`src/rtl/vga_timing_pipe.sv`:
```
`default_nettype none
// ============================================================================
//  Module   : vga_timing_pipe
//  Brief    : VGA raster counters, framebuffer read addressing and
//             sync/visible-flag alignment to the framebuffer read latency.
//  Revision : 1.0 - initial release
// ============================================================================
module vga_timing_pipe #(
    parameter int WIDTH  = 12,
    parameter int HSIZE  = 800,
    parameter int HFP    = 856,
    parameter int HSP    = 976,
    parameter int HMAX   = 1040,
    parameter int VSIZE  = 600,
    parameter int VFP    = 637,
    parameter int VSP    = 643,
    parameter int VMAX   = 666,
    parameter int HSPP   = 1,
    parameter int VSPP   = 1,
    parameter int LAT    = 2,
    parameter int ADDR_W = 19
) (
    input  logic              clk,
    input  logic              rst,
    input  logic [ADDR_W-1:0] fb_base,
    input  logic [31:0]       data,
    output logic [WIDTH-1:0]  hdata,
    output logic [WIDTH-1:0]  vdata,
    output logic [ADDR_W-1:0] address,
    output logic              rd_en,
    output logic              hsync,
    output logic              vsync,
    output logic              data_enable,
    output logic [7:0]        red,
    output logic [7:0]        green,
    output logic [7:0]        blue,
    output logic              frame_start,
    output logic              line_start
);

    localparam logic [WIDTH-1:0] c_hsize     = WIDTH'(HSIZE);
    localparam logic [WIDTH-1:0] c_hfp       = WIDTH'(HFP);
    localparam logic [WIDTH-1:0] c_hsp       = WIDTH'(HSP);
    localparam logic [WIDTH-1:0] c_hmax_last = WIDTH'(HMAX - 1);
    localparam logic [WIDTH-1:0] c_vsize     = WIDTH'(VSIZE);
    localparam logic [WIDTH-1:0] c_vfp       = WIDTH'(VFP);
    localparam logic [WIDTH-1:0] c_vsp       = WIDTH'(VSP);
    localparam logic [WIDTH-1:0] c_vmax_last = WIDTH'(VMAX - 1);
    localparam logic             c_hs_on     = (HSPP != 0);
    localparam logic             c_vs_on     = (VSPP != 0);

    logic [WIDTH-1:0]  r_hcnt;
    logic [WIDTH-1:0]  r_vcnt;
    logic [ADDR_W-1:0] r_addr;
    logic [LAT-1:0]    r_hs_pipe;
    logic [LAT-1:0]    r_vs_pipe;
    logic [LAT-1:0]    r_de_pipe;

    logic w_de;
    logic w_hs;
    logic w_vs;
    logic w_line_end;
    logic w_frame_end;
    logic w_unused;

    always_comb begin
        w_de        = (r_hcnt < c_hsize) && (r_vcnt < c_vsize);
        w_hs        = ((r_hcnt >= c_hfp) && (r_hcnt < c_hsp)) ? c_hs_on : ~c_hs_on;
        w_vs        = ((r_vcnt >= c_vfp) && (r_vcnt < c_vsp)) ? c_vs_on : ~c_vs_on;
        w_line_end  = (r_hcnt == c_hmax_last);
        w_frame_end = w_line_end && (r_vcnt == c_vmax_last);
    end

    // The address points at the pixel being fetched this cycle; the new base
    // is only picked up on the very last cycle of a frame.
    always_ff @(posedge clk) begin
        if (rst) begin
            r_hcnt <= '0;
            r_vcnt <= '0;
            r_addr <= fb_base;
        end else begin
            if (w_line_end) begin
                r_hcnt <= '0;
                r_vcnt <= (r_vcnt == c_vmax_last) ? '0 : r_vcnt + 1'b1;
            end else begin
                r_hcnt <= r_hcnt + 1'b1;
            end

            if (w_frame_end) begin
                r_addr <= fb_base;
            end else if (w_de) begin
                r_addr <= r_addr + 1'b1;
            end
        end
    end

    // Delay lines matching the framebuffer read latency.
    always_ff @(posedge clk) begin
        if (rst) begin
            r_hs_pipe <= {LAT{~c_hs_on}};
            r_vs_pipe <= {LAT{~c_vs_on}};
            r_de_pipe <= '0;
        end else begin
            for (int i = LAT - 1; i > 0; i--) begin
                r_hs_pipe[i] <= r_hs_pipe[i-1];
                r_vs_pipe[i] <= r_vs_pipe[i-1];
                r_de_pipe[i] <= r_de_pipe[i-1];
            end
            r_hs_pipe[0] <= w_hs;
            r_vs_pipe[0] <= w_vs;
            r_de_pipe[0] <= w_de;
        end
    end

    assign hdata       = r_hcnt;
    assign vdata       = r_vcnt;
    assign address     = r_addr;
    assign rd_en       = w_de;
    assign frame_start = (r_hcnt == '0) && (r_vcnt == '0);
    assign line_start  = (r_hcnt == '0);
    assign hsync       = r_hs_pipe[LAT-1];
    assign vsync       = r_vs_pipe[LAT-1];
    assign data_enable = r_de_pipe[LAT-1];
    assign red         = data_enable ? data[23:16] : 8'd0;
    assign green       = data_enable ? data[15:8]  : 8'd0;
    assign blue        = data_enable ? data[7:0]   : 8'd0;

    // The top byte of the read word carries no colour information.
    assign w_unused = &{1'b0, data[31:24]};

endmodule
`default_nettype wire

```
`config.mk`:
```
export PLATFORM = sky130hd
export DESIGN_NAME = vga_timing_pipe
export DESIGN_NICKNAME = d
export VERILOG_FILES = /design/src/rtl/vga_timing_pipe.sv
export SDC_FILE = /design/constraint.sdc
export NUM_CORES = 1
export LEC_CHECK = 0
export ABC_AREA = 1
export ABC_CLOCK_PERIOD_IN_PS = 4400
export BUFFER_PORTS_ARGS = -buffer_cell sky130_fd_sc_hd__buf_2
export CORE_MARGIN = 4
export CORE_UTILIZATION = 45
export CTS_BUF_LIST = sky130_fd_sc_hd__clkbuf_4
export DETAILED_ROUTE_END_ITERATION = 8
export PLACE_DENSITY = 0.75
export SYNTH_ARGS = -nofsm -noshare
export SYNTH_HDL_FRONTEND = slang
export SYNTH_SLANG_ARGS = --single-unit
```
`constraint.sdc`:
```
create_clock -name clk -period 4.4 [get_ports clk]
set_input_delay 1.1 -clock clk [delete_from_list [all_inputs] [get_ports clk]]
set_output_delay 1.1 -clock clk [all_outputs]
set_load 0.005 [all_outputs]
```
Word-level counts from Yosys, hierarchy flattened
Index checks and enable logic that the tools add are counted.
{"block": "op_classes", "n_mux": 9, "n_eq_ne": 2, "n_reduce_logical": 9, "n_lt_le_gt_ge": 6, "n_addsub": 3}
{"operator": "$mux 19", "n": 3}
{"operator": "$lt 12x10->1 const B", "n": 4}
{"operator": "$add 12x1->12 const B", "n": 2}
{"operator": "$ge 12x10->1 const B", "n": 2}
{"operator": "$logic_not 12->1", "n": 2}
{"operator": "$mux 8", "n": 3}
{"operator": "$add 19x1->19 const B", "n": 1}
{"operator": "$eq 12x10->1 const B", "n": 1}
{"operator": "$eq 12x11->1 const B", "n": 1}
{"operator": "$mux 12", "n": 1}
{"operator": "$logic_and 1x1->1", "n": 5}
{"operator": "$reduce_bool 3->1", "n": 1}
{"operator": "$mux 1", "n": 2}
{"operator": "$reduce_or 2->1", "n": 1}
{"block": "word_totals", "register_bits": 49, "in_bits": 53, "word_cells": 35, "out_inout_bits": 73}

Longest topological paths before layout
{"block": "depth", "ltp_word": 5, "ltp_mapped": 10, "depth_no_buf": 10}

Worst setup path before layout
OpenSTA, ideal clock, no wires.
{"block": "synth_timing", "path_type": "input-to-reg", "start": "input rst", "end": "register r_addr[0], in the netlist address[0] (enable)", "n_path_buf": 1, "path_stages": 5, "arrival_time_ns": 1.937, "t_required_ns": 4.014, "setup_ns": 0.386, "path_slack_ns": 2.077, "cell_sequence": "inv_1 -> nand2_2 -> nand2_4 -> buf_2 -> nand2_1"}
{"block": "synth_via", "elab_chain_len": 1}
{"element": "start, declared", "line_no": "24", "source": "input logic rst,"}
{"element": "$reduce_bool 3->1 (no line)"}
{"element": "end signal, assigned", "line_no": "80", "source": "r_addr <= fb_base;"}
{"element": "end signal, assigned", "line_no": "90", "source": "r_addr <= fb_base;"}
{"element": "end signal, assigned", "line_no": "92", "source": "r_addr <= r_addr + 1'b1;"}
{"element": "end, declared", "line_no": "54", "source": "logic [ADDR_W-1:0] r_addr;"}
No other way between the ends.
A chain may end at the register's enable or synchronous reset.

Final worst setup path
{"block": "layout_timing", "start": "register r_hcnt[0], in the netlist hdata[0]", "end": "output frame_start"}
{"block": "layout_via", "elab_chain_len": 2}
{"element": "start, declared", "line_no": "52", "source": "logic [WIDTH-1:0] r_hcnt;"}
{"element": "start signal, assigned", "line_no": "86", "source": "r_hcnt <= r_hcnt + 1'b1;"}
{"element": "$logic_not 12->1", "line_no": "119", "source": "assign frame_start = (r_hcnt == '0) && (r_vcnt == '0);"}
{"element": "$logic_and 1x1->1", "line_no": "119"}
{"element": "end, declared", "line_no": "37", "source": "output logic frame_start,"}
No other way between the ends.

==> impl_metrics.prom <==
# TYPE chip_impl_metric gauge
chip_impl_info{name="outcome",value="complete, no violations"} 1
chip_impl_metric{name="setup_viol",unit=""} 0
chip_impl_info{name="synth_largest_area_cell",value="dfxtp_1"} 1
chip_impl_metric{name="fp.coreArea",unit="um2"} 6760
chip_impl_metric{name="maxCapViolCount",unit=""} 0
chip_impl_metric{name="placement.cell_area",unit="um2"} 3730
chip_impl_metric{name="post-route-util",unit="%"} 56.4
chip_impl_info{name="tritoncts",value="built"} 1
chip_impl_metric{name="crit_required",unit="ns"} 3.30
chip_impl_metric{name="weighted_congestion_reported_at_the_end_of_routability_driven_placement",unit=""} 0.945
chip_impl_metric{name="ir_drop",unit="uV"} 130
chip_impl_metric{name="drt_drc_violations_left",unit=""} 0
chip_impl_metric{name="grt.total_usage",unit="%"} 18.6
chip_impl_metric{name="finalCriticalPeriod",unit="ns"} 2.87
chip_impl_metric{name="routed_wire_length_per_instance",unit="um"} 11.8
chip_impl_metric{name="firstDrtPassIters",unit=""} 4
chip_impl_metric{name="grt_first_pass_wirelength",unit="mm"} 13.1
chip_impl_metric{name="post_synth_num_cell_types",unit=""} 34
chip_impl_metric{name="design_power_total",unit="uW"} 1070
chip_impl_metric{name="p_sw_share",unit="%"} 29.7
chip_impl_metric{name="fin_cells",unit=""} 653
chip_impl_metric{name="final_skew",unit="ns"} 0.0227
chip_impl_metric{name="place.detailed.hpwl",unit="mm"} 6.05
chip_impl_metric{name="insertion_delay",unit="ns"} 0.37
chip_impl_metric{name="ctsHtreeMaxLevel",unit=""} 2
chip_impl_metric{name="power_dissipated_by_switching_net_loads",unit="uW"} 317
chip_impl_metric{name="synth.net_count",unit=""} 517
chip_impl_info{name="min_to",value="r_vs_pipe[1]"} 1
chip_impl_metric{name="min_delay_path_depth",unit=""} 2
chip_impl_metric{name="holdBufCountCts",unit=""} 0
chip_impl_metric{name="part_of_the_total_power_dissipated_in_combinational_logic",unit="%"} 20.3
chip_impl_metric{name="proportion_of_layout_cells_with_a_drive_suffix_above_1",unit="%"} 24.3
chip_impl_metric{name="insertedDiodeCount",unit=""} 0
chip_impl_metric{name="die_w",unit="um"} 91.1
chip_impl_metric{name="detailroute.via_count",unit=""} 3203
chip_impl_info{name="worstPathCellList",value="inv_1, ha_1, nor3b_1, nand4_1, nor4_1, buf_2"} 1
chip_impl_metric{name="ys_warn_count",unit=""} 0
chip_impl_metric{name="gates_resized_cts_repair",unit=""} 0
chip_impl_metric{name="drv_slew",unit=""} 0
chip_impl_metric{name="reg2regPathDepth",unit=""} 7
chip_impl_metric{name="areaGrowthSynthToFinish",unit="%"} 22.7
chip_impl_info{name="rsz0062_at_grt",value="no"} 1
chip_impl_metric{name="cellLeakagePower",unit="uW"} 0.00197
chip_impl_metric{name="cts_setup_buffers",unit=""} 0
chip_impl_metric{name="placement_rows",unit=""} 30
chip_impl_metric{name="vertical_die_dimension",unit="um"} 91.1
chip_impl_metric{name="syn-cell-area",unit="um2"} 3110
chip_impl_metric{name="synth_area_per_cell",unit="um2"} 6.80
chip_impl_metric{name="avgViaCountPerCell",unit=""} 4.91
chip_impl_metric{name="sum_of_negative_setup_slack",unit="ns"} 0
chip_impl_metric{name="p_per_area",unit="nW/um2"} 280
chip_impl_metric{name="buffer_ports.inserted",unit=""} 117
chip_impl_info{name="path_class",value="register to output pin"} 1
chip_impl_info{name="worst_setup_path_start_kind",value="register"} 1
chip_impl_metric{name="synth.yosys.seq_area_share",unit="%"} 37.7
chip_impl_metric{name="finalInstanceArea",unit="um2"} 3810
chip_impl_metric{name="tightest_slew",unit="ns"} 0.776
chip_impl_metric{name="cp_slowest_stage_delay",unit="ns"} 0.36
chip_impl_metric{name="dpl.cell_count",unit=""} 645
chip_impl_metric{name="share_of_the_clock_period_used_by_the_worst_path",unit="%"} 65.3
chip_impl_metric{name="total_die_area",unit="um2"} 8300
chip_impl_metric{name="setup.reg_to_reg.worst_slack",unit="ns"} 2.00
chip_impl_metric{name="maxSlewHeadroom",unit="%"} 48.1
chip_impl_info{name="ctsRootBufferMaster",value="clkbuf_4"} 1
chip_impl_metric{name="nets",unit=""} 632
chip_impl_metric{name="cts.path.max_buffers",unit=""} 2
chip_impl_metric{name="remaining_global_route_overflow",unit=""} 0
chip_impl_metric{name="hold_viol_final",unit=""} 0
chip_impl_metric{name="critPathMaxFanout",unit=""} 5
chip_impl_info{name="hp-start",value="r_vs_pipe[0]"} 1
chip_impl_metric{name="antenna_violating_nets_post_route",unit=""} 0
chip_impl_metric{name="cp_data_arrival_time",unit="ns"} 1.77
chip_impl_info{name="crit-reg2reg-capture",value="address[9]"} 1
chip_impl_metric{name="synthDominantCellAreaShare",unit="%"} 19.3
chip_impl_info{name="timing.hold.worst.class",value="register to register"} 1
chip_impl_metric{name="antenna_found_initial",unit=""} 0
chip_impl_metric{name="start_util",unit="%"} 46.0
chip_impl_metric{name="numCtsBuffers",unit=""} 5
chip_impl_metric{name="via_count_of_the_first_global_routing_pass",unit=""} 2999
chip_impl_metric{name="register_clock_pin_slew_on_the_reported_worst_setup_and_hold_paths",unit="ns"} 0.14
chip_impl_metric{name="pin_count",unit=""} 126
chip_impl_metric{name="internal-power",unit="uW"} 750
chip_impl_info{name="critical-path-slowest-cell",value="dfxtp_1"} 1
chip_impl_info{name="endpoint_kind",value="output pin"} 1
chip_impl_metric{name="yosys_register_bits",unit=""} 49
chip_impl_metric{name="pwr-share-clk",unit="%"} 25.1
chip_impl_metric{name="timing.fmax",unit="MHz"} 348
chip_impl_metric{name="initialDrtViolationCount",unit=""} 142
chip_impl_metric{name="grt_max_degree",unit=""} 26
chip_impl_metric{name="wl",unit="mm"} 7.73
chip_impl_metric{name="seqPwrFrac",unit="%"} 54.6
chip_impl_metric{name="synthesis.instances",unit=""} 457
chip_impl_metric{name="cts_sinks",unit=""} 49
chip_impl_info{name="ys_top_cells_by_area",value="dfxtp_1 19%, edfxtp_1 18%, nand2_1 16%"} 1
chip_impl_info{name="worst_r2r_startpoint",value="hdata[0]"} 1
[worst max-delay path: cells and delay by family (launching register included)]
family / cells / cell delay [ns]
fa+ha+maj: 1 / 0.13
buf+inv: 2 / 0.23
flops: 1 / 0.36
simple gates: 3 / 0.69
[flip-flops by register name, summed over array words and instances, names as in the netlist]
register   cells
r_hs_pipe      2
address       19
r_vs_pipe      2
hdata         12
vdata         12
r_de_pipe      2
[synth_stat cells]
cell type    n
nand3_4      1
nor4_1       1
nor2_2       2
buf_6        3
a21oi_1     14
nor2_1      62
inv_1       76
inv_2        2
nand2_1    132
clkbuf_1     3
ha_1         7
nand3_2      1
edfxtp_1    19
nor3_2       1
o211ai_1     1
clkinv_4     1
buf_2        3
o21bai_1     4
nand2_4      2
dfxtp_1     30
nand3b_1     2
nor2_4       3
xnor2_1      6
xor2_1       9
nand3_1     26
nand2_2      2
o22ai_1      1
nand4_1     13
o21ai_0      6
nor3b_1      3
o21ai_1     11
a221oi_1     1
and2_1       1
nor3_1       8
[layer usage]
| layer | vias up | global-route usage (%) | routed length (um) |
|---|---|---|---|
| met4 | 0 | 6.28 | 89 |
| met2 | 117 | 31.8 | 3700 |
| met1 | 1410 | 22.9 | 3320 |
| li1 | 1668 | - | - |
| met3 | 8 | 4.56 | 615 |
| met5 | - | 0 | 0 |
[stage by stage]
step	hold slack, ns	setup WS [ns]
6_report	0.412	1.53
5_1_grt	0.440	1.34
4_1_cts	0.414	1.52
3_5_place_dp	0.395	1.45
3_3_place_gp	0.392	1.48
2_1_floorplan	0.388	2.08
[how the worst max path moves through the flow]
stage                        endpoint  slack (ns)  startpoint
final                     frame_start        1.53    hdata[0]
after global routing      frame_start        1.34    hdata[0]
after CTS                 frame_start        1.52    hdata[0]
after detailed placement   address[2]        1.45         rst
after global placement     address[3]        1.48         rst
after floorplan            address[0]        2.08         rst
[cells by family (layout without fill, tap and decap cells)]
group	after synthesis	in the layout	synth area share (%)
XOR/XNOR	15	15	4.23
adder cells (fa/ha/maj)	7	7	2.82
AND/OR/NAND/NOR	260	260	37.0
flip-flops	49	49	37.7
buffers and inverters	88	204	11.6
AO/OA/AOI/OAI	38	38	6.68
[power groups by stage]
stage,clock [uW],sequential [uW],combinational (uW)
floorplan,0,584,126
global placement,0,590,212
detailed placement,0,592,218
CTS,278,582,219
global route,296,594,245
finish,268,582,217
[area by class of cell]
type	instances	area, um2
well taps	80	100
multi-input cells	320	1580
clock buffers	5	37.5
inverters	79	302
clock inverters	3	41.3
flip-flops and latches	49	1170
fillers	660	2940
repair buffers	117	586
[layout by cell type (no fill, tap or decap), types with 2 or more instances in the layout]
| cell type | Yosys | routed |
|---|---|---|
| dfxtp_1 | 30 | 30 |
| a21oi_1 | 14 | 14 |
| nand3_1 | 26 | 26 |
| xnor2_1 | 6 | 6 |
| nor2_1 | 62 | 62 |
| nand2_1 | 132 | 132 |
| edfxtp_1 | 19 | 19 |
| nand2_4 | 2 | 2 |
| nor2_2 | 2 | 2 |
| nor2_4 | 3 | 3 |
| inv_1 | 76 | 76 |
| nor3b_1 | 3 | 3 |
| buf_2 | 3 | 117 |
| clkbuf_4 | 0 | 5 |
| inv_2 | 2 | 2 |
| ha_1 | 7 | 7 |
| o21bai_1 | 4 | 4 |
| nand4_1 | 13 | 13 |
| xor2_1 | 9 | 9 |
| nand3b_1 | 2 | 2 |
| o21ai_1 | 11 | 11 |
| nand2_2 | 2 | 2 |
| o21ai_0 | 6 | 6 |
| nor3_1 | 8 | 8 |
(Power assumes the default switching activity.)
